File: src/rtl/regfile_scoreboard.sv
// Register bank: 2 async read ports, 1 sync write port, plus a per-register busy scoreboard.
// Latency: reads and rsv_ok are combinational; writes, reservations, flush and busy_count settle at the clock edge.
// Backpressure: a reserve of a busy register (or during flush) is refused with rsv_ok=0 and the requester retries.
module regfile_scoreboard #(
  parameter int DATA_W   = 64,
  parameter int ADDR_W   = 5,
  parameter int ZERO_REG = 1,
  parameter int BYPASS   = 1
) (
  input  logic              clk,
  input  logic              rst_n,
  input  logic [ADDR_W-1:0] rd_addr1,
  input  logic [ADDR_W-1:0] rd_addr2,
  output logic [DATA_W-1:0] rd_data1,
  output logic [DATA_W-1:0] rd_data2,
  output logic              rd_busy1,
  output logic              rd_busy2,
  input  logic              wr_en,
  input  logic [ADDR_W-1:0] wr_addr,
  input  logic [DATA_W-1:0] wr_data,
  input  logic              rsv_en,
  input  logic [ADDR_W-1:0] rsv_addr,
  output logic              rsv_ok,
  input  logic              flush,
  output logic [ADDR_W:0]   busy_count
);

  localparam int DEPTH = 2 ** ADDR_W;
  localparam int CNT_W = ADDR_W + 1;

  logic [DATA_W-1:0] regs [DEPTH];
  logic [DEPTH-1:0]  busy;
  logic [DEPTH-1:0]  eff_busy;
  logic [DEPTH-1:0]  busy_nxt;
  logic [CNT_W-1:0]  count_nxt;
  logic              wr_live;
  logic              rsv_zero;
  logic              rsv_set;
  logic              rel_hit;

  // Qualify strobes: writes/reserves to the hardwired zero register do nothing, and
  // nothing is forwarded or accepted while reset is held.
  always_comb begin
    wr_live  = rst_n & wr_en & ~((ZERO_REG != 0) && (wr_addr == '0));
    rsv_zero = (ZERO_REG != 0) && (rsv_addr == '0);
    rel_hit  = wr_live & busy[wr_addr];
  end

  // Busy view after this cycle's write release; a reserve is judged against it.
  always_comb begin
    eff_busy = busy;
    if (wr_live) eff_busy[wr_addr] = 1'b0;
    rsv_ok  = rst_n & rsv_en & ~flush & ~eff_busy[rsv_addr];
    rsv_set = rsv_ok & ~rsv_zero;
  end

  // Next busy vector and matching popcount; flush overrides everything.
  always_comb begin
    busy_nxt  = eff_busy;
    if (rsv_set) busy_nxt[rsv_addr] = 1'b1;
    count_nxt = busy_count + CNT_W'(rsv_set) - CNT_W'(rel_hit);
    if (flush) begin
      busy_nxt  = '0;
      count_nxt = '0;
    end
  end

  // Read port 1: zero register first, then same-cycle write forwarding, then stored state.
  always_comb begin
    rd_data1 = regs[rd_addr1];
    rd_busy1 = busy[rd_addr1];
    if ((ZERO_REG != 0) && (rd_addr1 == '0)) begin
      rd_data1 = '0;
      rd_busy1 = 1'b0;
    end else if ((BYPASS != 0) && wr_live && (wr_addr == rd_addr1)) begin
      rd_data1 = wr_data;
      rd_busy1 = rsv_set && (rsv_addr == rd_addr1);
    end
  end

  // Read port 2: identical priority to port 1.
  always_comb begin
    rd_data2 = regs[rd_addr2];
    rd_busy2 = busy[rd_addr2];
    if ((ZERO_REG != 0) && (rd_addr2 == '0)) begin
      rd_data2 = '0;
      rd_busy2 = 1'b0;
    end else if ((BYPASS != 0) && wr_live && (wr_addr == rd_addr2)) begin
      rd_data2 = wr_data;
      rd_busy2 = rsv_set && (rsv_addr == rd_addr2);
    end
  end

  // Register storage: async clear of every entry, single write port.
  always_ff @(posedge clk or negedge rst_n) begin
    if (!rst_n) begin
      for (int i = 0; i < DEPTH; i++) regs[i] <= '0;
    end else if (wr_live) begin
      regs[wr_addr] <= wr_data;
    end
  end

  // Scoreboard state: busy bits and their registered popcount.
  always_ff @(posedge clk or negedge rst_n) begin
    if (!rst_n) begin
      busy       <= '0;
      busy_count <= '0;
    end else begin
      busy       <= busy_nxt;
      busy_count <= count_nxt;
    end
  end

endmodule

File: config.mk
export PLATFORM = sky130hd
export DESIGN_NAME = regfile_scoreboard
export DESIGN_NICKNAME = d
export VERILOG_FILES = /design/src/rtl/regfile_scoreboard.sv
export SDC_FILE = /design/constraint.sdc
export NUM_CORES = 2
export LEC_CHECK = 0
export BUFFER_PORTS_ARGS = -buffer_cell sky130_fd_sc_hd__buf_4
export CORE_ASPECT_RATIO = 1.5
export CORE_MARGIN = 10
export CORE_UTILIZATION = 60
export CTS_CLUSTER_SIZE = 28
export DETAILED_ROUTE_END_ITERATION = 10
export GPL_TIMING_DRIVEN = 0
export PLACE_DENSITY = 0.78
export REMOVE_ABC_BUFFERS = 1
export SLEW_MARGIN = 10
export SYNTH_ARGS = -nofsm -noshare
export SYNTH_HDL_FRONTEND = slang
export SYNTH_SLANG_ARGS = --single-unit
export TNS_END_PERCENT = 1
File: constraint.sdc
create_clock -name clk -period 4.71 [get_ports clk]
set_clock_uncertainty 0.2 [all_clocks]
set_input_delay 0.471 -clock clk [delete_from_list [all_inputs] [get_ports clk]]
set_output_delay 0.471 -clock clk [all_outputs]
set_load 0.02 [all_outputs]
---- After elaboration in Yosys (flattened, before gate mapping) ----
Index checks and enable logic that the tools add are counted.
storage, ports and cells
  flip-flop bits (word level) ............. 2,086
  logic and storage cells ................. 111
  output and inout bits ................... 137
  bits of input ports ..................... 89
operators by class
  multiplexer cells ....................... 33
  reductions and logical operators ........ 11
  $add $sub $neg .......................... 2
  bitwise operators ....................... 17
  magnitude comparators ................... 10
  eq/ne operators ......................... 4
operator list
  kind                number
  $bwmux 2048         1
  $bmux 64 s5         2
  $mux 64             9
  $demux 64 s5        1
  $mux 32             3
  $and 32x32->32      1
  $not 32->32         1
  $or 32x32->32       1
  $lt 5x6->1 const B  4
  $bmux 1 s5          4
  $eq 5x5->1          4
  $logic_not 5->1     4
  $ge 6x6->1 const B  3
  $not 5->6           3
  $demux 1 s5         2
  $ge 5x1->1 const B  2
  $mux 1              10
  $and 1x1->1         7
  $logic_and 1x1->1   7
  $add 6x1->6         1
  $lt 6x1->1 const B  1
  $mux 6              1
  $sub 6x1->6         1
  $not 1->1           4

---- Longest topological paths before layout ----
  word-level depth ........................ 15
  mapped depth ............................ 18
  gate-level depth less buffers ........... 16

---- Worst setup path before layout ----
No wires, ideal clock.
  kind .................................... input to register
  start ................................... in wr_addr[0]
  end ..................................... reg busy_count[4]
  library setup time ...................... 0.132 ns
  stages .................................. 18
  data arrival time ....................... 3.560 ns
  setup slack ............................. 0.818 ns
  required time ........................... 4.378 ns
  buffers on the path ..................... 2
  path through ............................ buf_2 > and4b_1 > buf_2 > nand2_1 > and3_1 > nand4b_1 > a21oi_2 > nand2_2 > a311o_1 > ha_1 > inv_1 > ha_1 > fa_1 > a21oi_1 > nor2_1 > nor2_1 > xor2_1 > nor2_1
on the way
  word-level cells in the longest chain between the ends .. 15
  elaborated cells between the ends (all ways) .. 22
  classes of those cells .................. 2 x add/sub; 2 x order compare; 8 x mux; 8 x bitwise; 2 x reduce/logical
RTL lines
  item                                                            RTL line  text
  start: declaration                                              19        input logic [ADDR_W-1:0] wr_addr,
  $lt 5x6->1 (not written as such) or $ge 5x1->1 (tied branches)  52        if (wr_live) eff_busy[wr_addr] = 1'b0;
  $logic_and 1x1->1 (not written as such)                         52
  $mux 1 (not written as such)                                    52
  $demux 1 s5                                                     52
  $not 32->32 (no source line)                                    -
  $and 32x32->32 (no source line)                                 -
  $mux 32                                                         52
  $bmux 1 s5                                                      53        rsv_ok = rst_n & rsv_en & ~flush & ~eff_busy[rsv_addr];
  $mux 1 (not written as such)                                    53
  $not 1->1                                                       53
  $and 1x1->1                                                     53
  $and 1x1->1                                                     54        rsv_set = rsv_ok & ~rsv_zero;
  $add 6x1->6                                                     61        count_nxt = busy_count + CNT_W'(rsv_set) - CNT_W'(rel_hit);
  $sub 6x1->6 *                                                   61
  $mux 6 *                                                        62        if (flush) begin
  net count_nxt[4]                                                35        logic [CNT_W-1:0] count_nxt;
  end signal: assignment                                          110       busy_count <= count_nxt;
  end: declaration                                                25        output logic [ADDR_W:0] busy_count
The timed path passes the listed nets; every way through them passes the cells marked *. The select of a mux whose other input is x is not followed.
A chain may end at the register's enable or synchronous reset.

---- Worst setup path after layout ----
  start ................................... in rd_addr1[4]
  end ..................................... out rd_data1[63]
on the way
  word-level cells in the longest chain between the ends .. 6
  elaborated cells between the ends (all ways) .. 9
  classes of those cells .................. 1 x eq/ne; 5 x mux; 1 x bitwise; 2 x reduce/logical
RTL lines
  item                                         RTL line  text
  start: declaration                           12        input logic [ADDR_W-1:0] rd_addr1,
  $not 5->6 (not written as such)              70        rd_data1 = regs[rd_addr1];
  $bmux 64 s5                                  70
  $mux 64 (not written as such) (2 in series)  70
  $mux 64                                      75        end else if ((BYPASS != 0) && wr_live && (wr_addr == rd_addr1)) begin
  $mux 64 *                                    72        if ((ZERO_REG != 0) && (rd_addr1 == '0)) begin
  end: declaration                             14        output logic [DATA_W-1:0] rd_data1,
Every way passes the cells marked *; elsewhere a longest branch is shown, timed or not. The select of a mux whose other input is x is not followed.

==> results.py <==
metrics = {
    "outcome": {
        "outcome": "complete, but fails checks",
        "violations": "DRC, setup timing",
    },
    "sta": {
        "max_freq_mhz": 204,
        "tightest_slew_ns": 1.38,
        "rsz0062_at_grt": "true",
        "fin_crit_sh_pct": 104,
        "finalHoldViolCount": 0,
        "slew_headroom_pct": 7.74,
        "drv_slew": 0,
        "tns_ns": -0.211,
        "fin_crit_ns": 4.90,
        "setup_viol": 4,
        "fin_ws_ns": -0.189,
    },
    "power": {
        "peakVddDrop_uv": 354,
        "power_switching_mw": 13.1,
        "switching_share_pct": 27.2,
        "p_per_area_mw_per_mm2": 379,
        "combPwrFrac_pct": 18.6,
        "clockPowerShare_pct": 35.8,
        "intPower_mw": 35.1,
        "leakage_nw": 59.1,
        "seqPwrFrac_pct": 45.5,
    },
    "place": {
        "dp_slack_ns": -5.14,
        "place_hpwl_mm": 209,
        "postPlaceCellArea_mm2": 0.118,
        "portBuffers": 225,
        "dp_cells": 10700,
        "gp_congestion": 0.820,
    },
    "synthesis": {
        "yosysTopAreaCell": "dfrtp_1",
        "synth_ff_type": "dfrtp_1",
        "synth_seq_cells": 2086,
        "synth_cell_type_count": 60,
        "synthTopCellsByArea": "dfrtp_1 (46%), mux4_2 (25%), mux2_2 (12%)",
        "avgSynthCellArea_um2": 12.9,
        "netlist_area_mm2": 0.113,
        "yosysTopAreaCellShare_pct": 46.3,
        "netlist_instances": 8763,
        "synthArstFlopShare_pct": 100,
        "ys_top_cells_by_count": "nand2_1 (2504), dfrtp_1 (2086), mux4_2 (1273)",
        "yosysMostFrequentCell": "nand2_1",
        "synth_seq_area_share_pct": 46.3,
        "yosysWarnings": 0,
        "synth_edf_count": 0,
    },
    "floorplan": {
        "die_h_um": 551,
        "rows": 194,
        "core-area_mm2": 0.186,
        "fp.dieArea_mm2": 0.206,
        "start_util_pct": 60.4,
        "ioPinCount": 226,
        "fp.dieW_um": 374,
    },
    "detailed_routing": {
        "dr.pass1.iters": 11,
        "drc_errors": 1,
        "wire_per_inst_um": 34.2,
        "num_vias": 82300,
        "drtAntennaViolNets": 0,
        "wirelength_mm": 382,
        "routed_via_density": 7.37,
        "drt_iter0_drc": 12900,
    },
    "cells_and_area": {
        "syn_to_final_growth_pct": 13.0,
        "final_cells": 11200,
        "fin_nets": 8638,
        "utilization_pct": 68.3,
        "drive_gt1_share_pct": 38.2,
        "design_area_mm2": 0.127,
    },
    "clock_network": {
        "clk_pin_slew_ns": 0.07,
        "root_buffer": "clkbuf_16",
        "clock_sinks": 2086,
        "htreeDepth": 4,
        "cts_tree": "built",
        "worstSkewPairLatency_ns": 0.87,
        "clk_path_buf_depth": 3,
        "cts_buffers": 195,
    },
    "setup_path": {
        "cp_num_buf_inv": 5,
        "worstPathArrival_ns": 4.23,
        "crit_path_max_fanout": 43,
        "start_kind": "input pin",
        "slowest_stage": "and3_4",
        "path_cells": "buf_8, buf_16, buf_16, xor2_1, nor4_4, buf_4, and3_4, a211oi_1, nor3_2, buf_4",
        "required_ns": 4.04,
        "slowest_delay_ns": 0.63,
        "path_class": "input pin to output pin",
        "cp_top_family": "buffers and inverters",
        "cp-end-kind": "output pin",
    },
    "flow_run": {
        "drv_cap": 0,
    },
    "global_route": {
        "grt_pass1_vias": 86300,
        "grt_overflow": 0,
        "grt_max_degree": 166,
        "grt_first_pass_wirelength_mm": 564,
        "grt_usage_pct": 36.9,
        "antenna_found_initial": 18,
    },
    "min_path": {
        "hold_path_class": "input pin to asynchronous set/reset pin",
    },
}
per-stage QoR:
stage | power (mW) | hold WS, ns
detailed placement | 30.7 | 0.182
CTS | 48.0 | 0.0123
finish | 48.2 | 0.0537
floorplan | 27.1 | -0.0246
global placement | 30.4 | 0.176
global route | 49.6 | 0.0593
power by group through the flow:
stage	clock, mW	sequential (mW)	combinational [mW]
6_report	17.3	22.0	8.98
5_1_grt	18.0	22.1	9.52
3_3_place_gp	0	21.8	8.56
3_5_place_dp	0	22.1	8.55
2_1_floorplan	0	21.5	5.52
4_1_cts	17.3	21.8	8.88
registers in the layout (all words and copies together), names as in the netlist:
register    flops
regs         2048
busy           32
busy_count      6
layer usage:
metal	GRT usage (%)	wire length, µm	vias up
met5	0.345	204	-
met4	24.0	29200	18
met3	13.0	51800	1999
met2	56.4	176000	6727
met1	44.8	126000	42300
li1	-	-	31200
worst register-to-register path, delay by kind of cell, from the launching register on:
family,cells,cell delay (ns)
buf+inv,1,0.04
xor+xnor,1,0.16
flops,1,0.46
compound gates,5,1.39
simple gates,5,0.52
fa+ha+maj,3,0.94
timing repair:
action,4_1_cts,5_1_grt
gates cloned,29,0
hold buffers,100,0
setup endpoints to repair,2152,37
pin swaps,10,14
hold endpoints to repair,2629,0
buffers inserted,15,0
resized for setup,46,33
path summary, 6_finish.rpt:
kind | from | to | slack [ns] | cells after the start
min in group clk | wr_addr[4] | regs[562]$_DFFE_PN0P_ | 0.18 | 5
hold reg to reg | regs[1987]$_DFFE_PN0P_ | regs[1987]$_DFFE_PN0P_ | 0.19 | 0
max in group asynchronous | rst_n | regs[1781]$_DFFE_PN0P_ | 2.26 | 6
setup reg to reg | busy[24]$_DFF_PN0_ | busy_count[4]$_DFF_PN0_ | 0.88 | 15
setup / recovery | rd_addr1[4] | rd_data1[63] | -0.19 | 10
hold / removal | rst_n | regs[265]$_DFFE_PN0P_ | 0.05 | 5
cells in the final DEF, fill, tap and decap left out, drive strengths merged, types with 21 or more instances in the layout:
| cell | synthesis | routed |
|---|---|---|
| nor2 | 214 | 214 |
| dlygate4sd3 | 0 | 92 |
| nand3 | 21 | 22 |
| buf | 295 | 406 |
| a21oi | 38 | 38 |
| nand2 | 2505 | 2507 |
| mux2 | 1185 | 1185 |
| clkinv | 0 | 45 |
| nor3 | 35 | 35 |
| dfrtp | 2086 | 2086 |
| bufbuf | 0 | 25 |
| nor2b | 21 | 21 |
| mux4 | 1273 | 1273 |
| clkbuf | 649 | 278 |
| bufinv | 0 | 27 |
| a211oi | 143 | 143 |
| mux2i | 139 | 139 |
layout make-up:
| class | instances | area, µm² |
|---|---|---|
| antenna | 13 | 32.5 |
| clock buffer | 278 | 5790 |
| clock inverter | 82 | 1140 |
| fill | 12000 | 59100 |
| inverter | 11 | 41.3 |
| multi-input combinational | 5725 | 57200 |
| sequential | 2086 | 52200 |
| tap | 2450 | 3070 |
| timing repair buffer | 523 | 7840 |
logic make-up (layout without fill, tap and decap cells):
family	count (synthesis)	after routing	synth area share (%)
other	0	13	0
muxes	2597	2597	38.5
adders and majority gates	7	7	0.0844
xor gates and xnor gates	24	24	0.187
DFF	2086	2086	46.3
and+or+nand+nor	2849	2852	9.79
buffers and inverters	955	894	3.50
AOI/OAI and AO/OA	245	245	1.56
No activity file was read; power rests on OpenSTA's default activity.
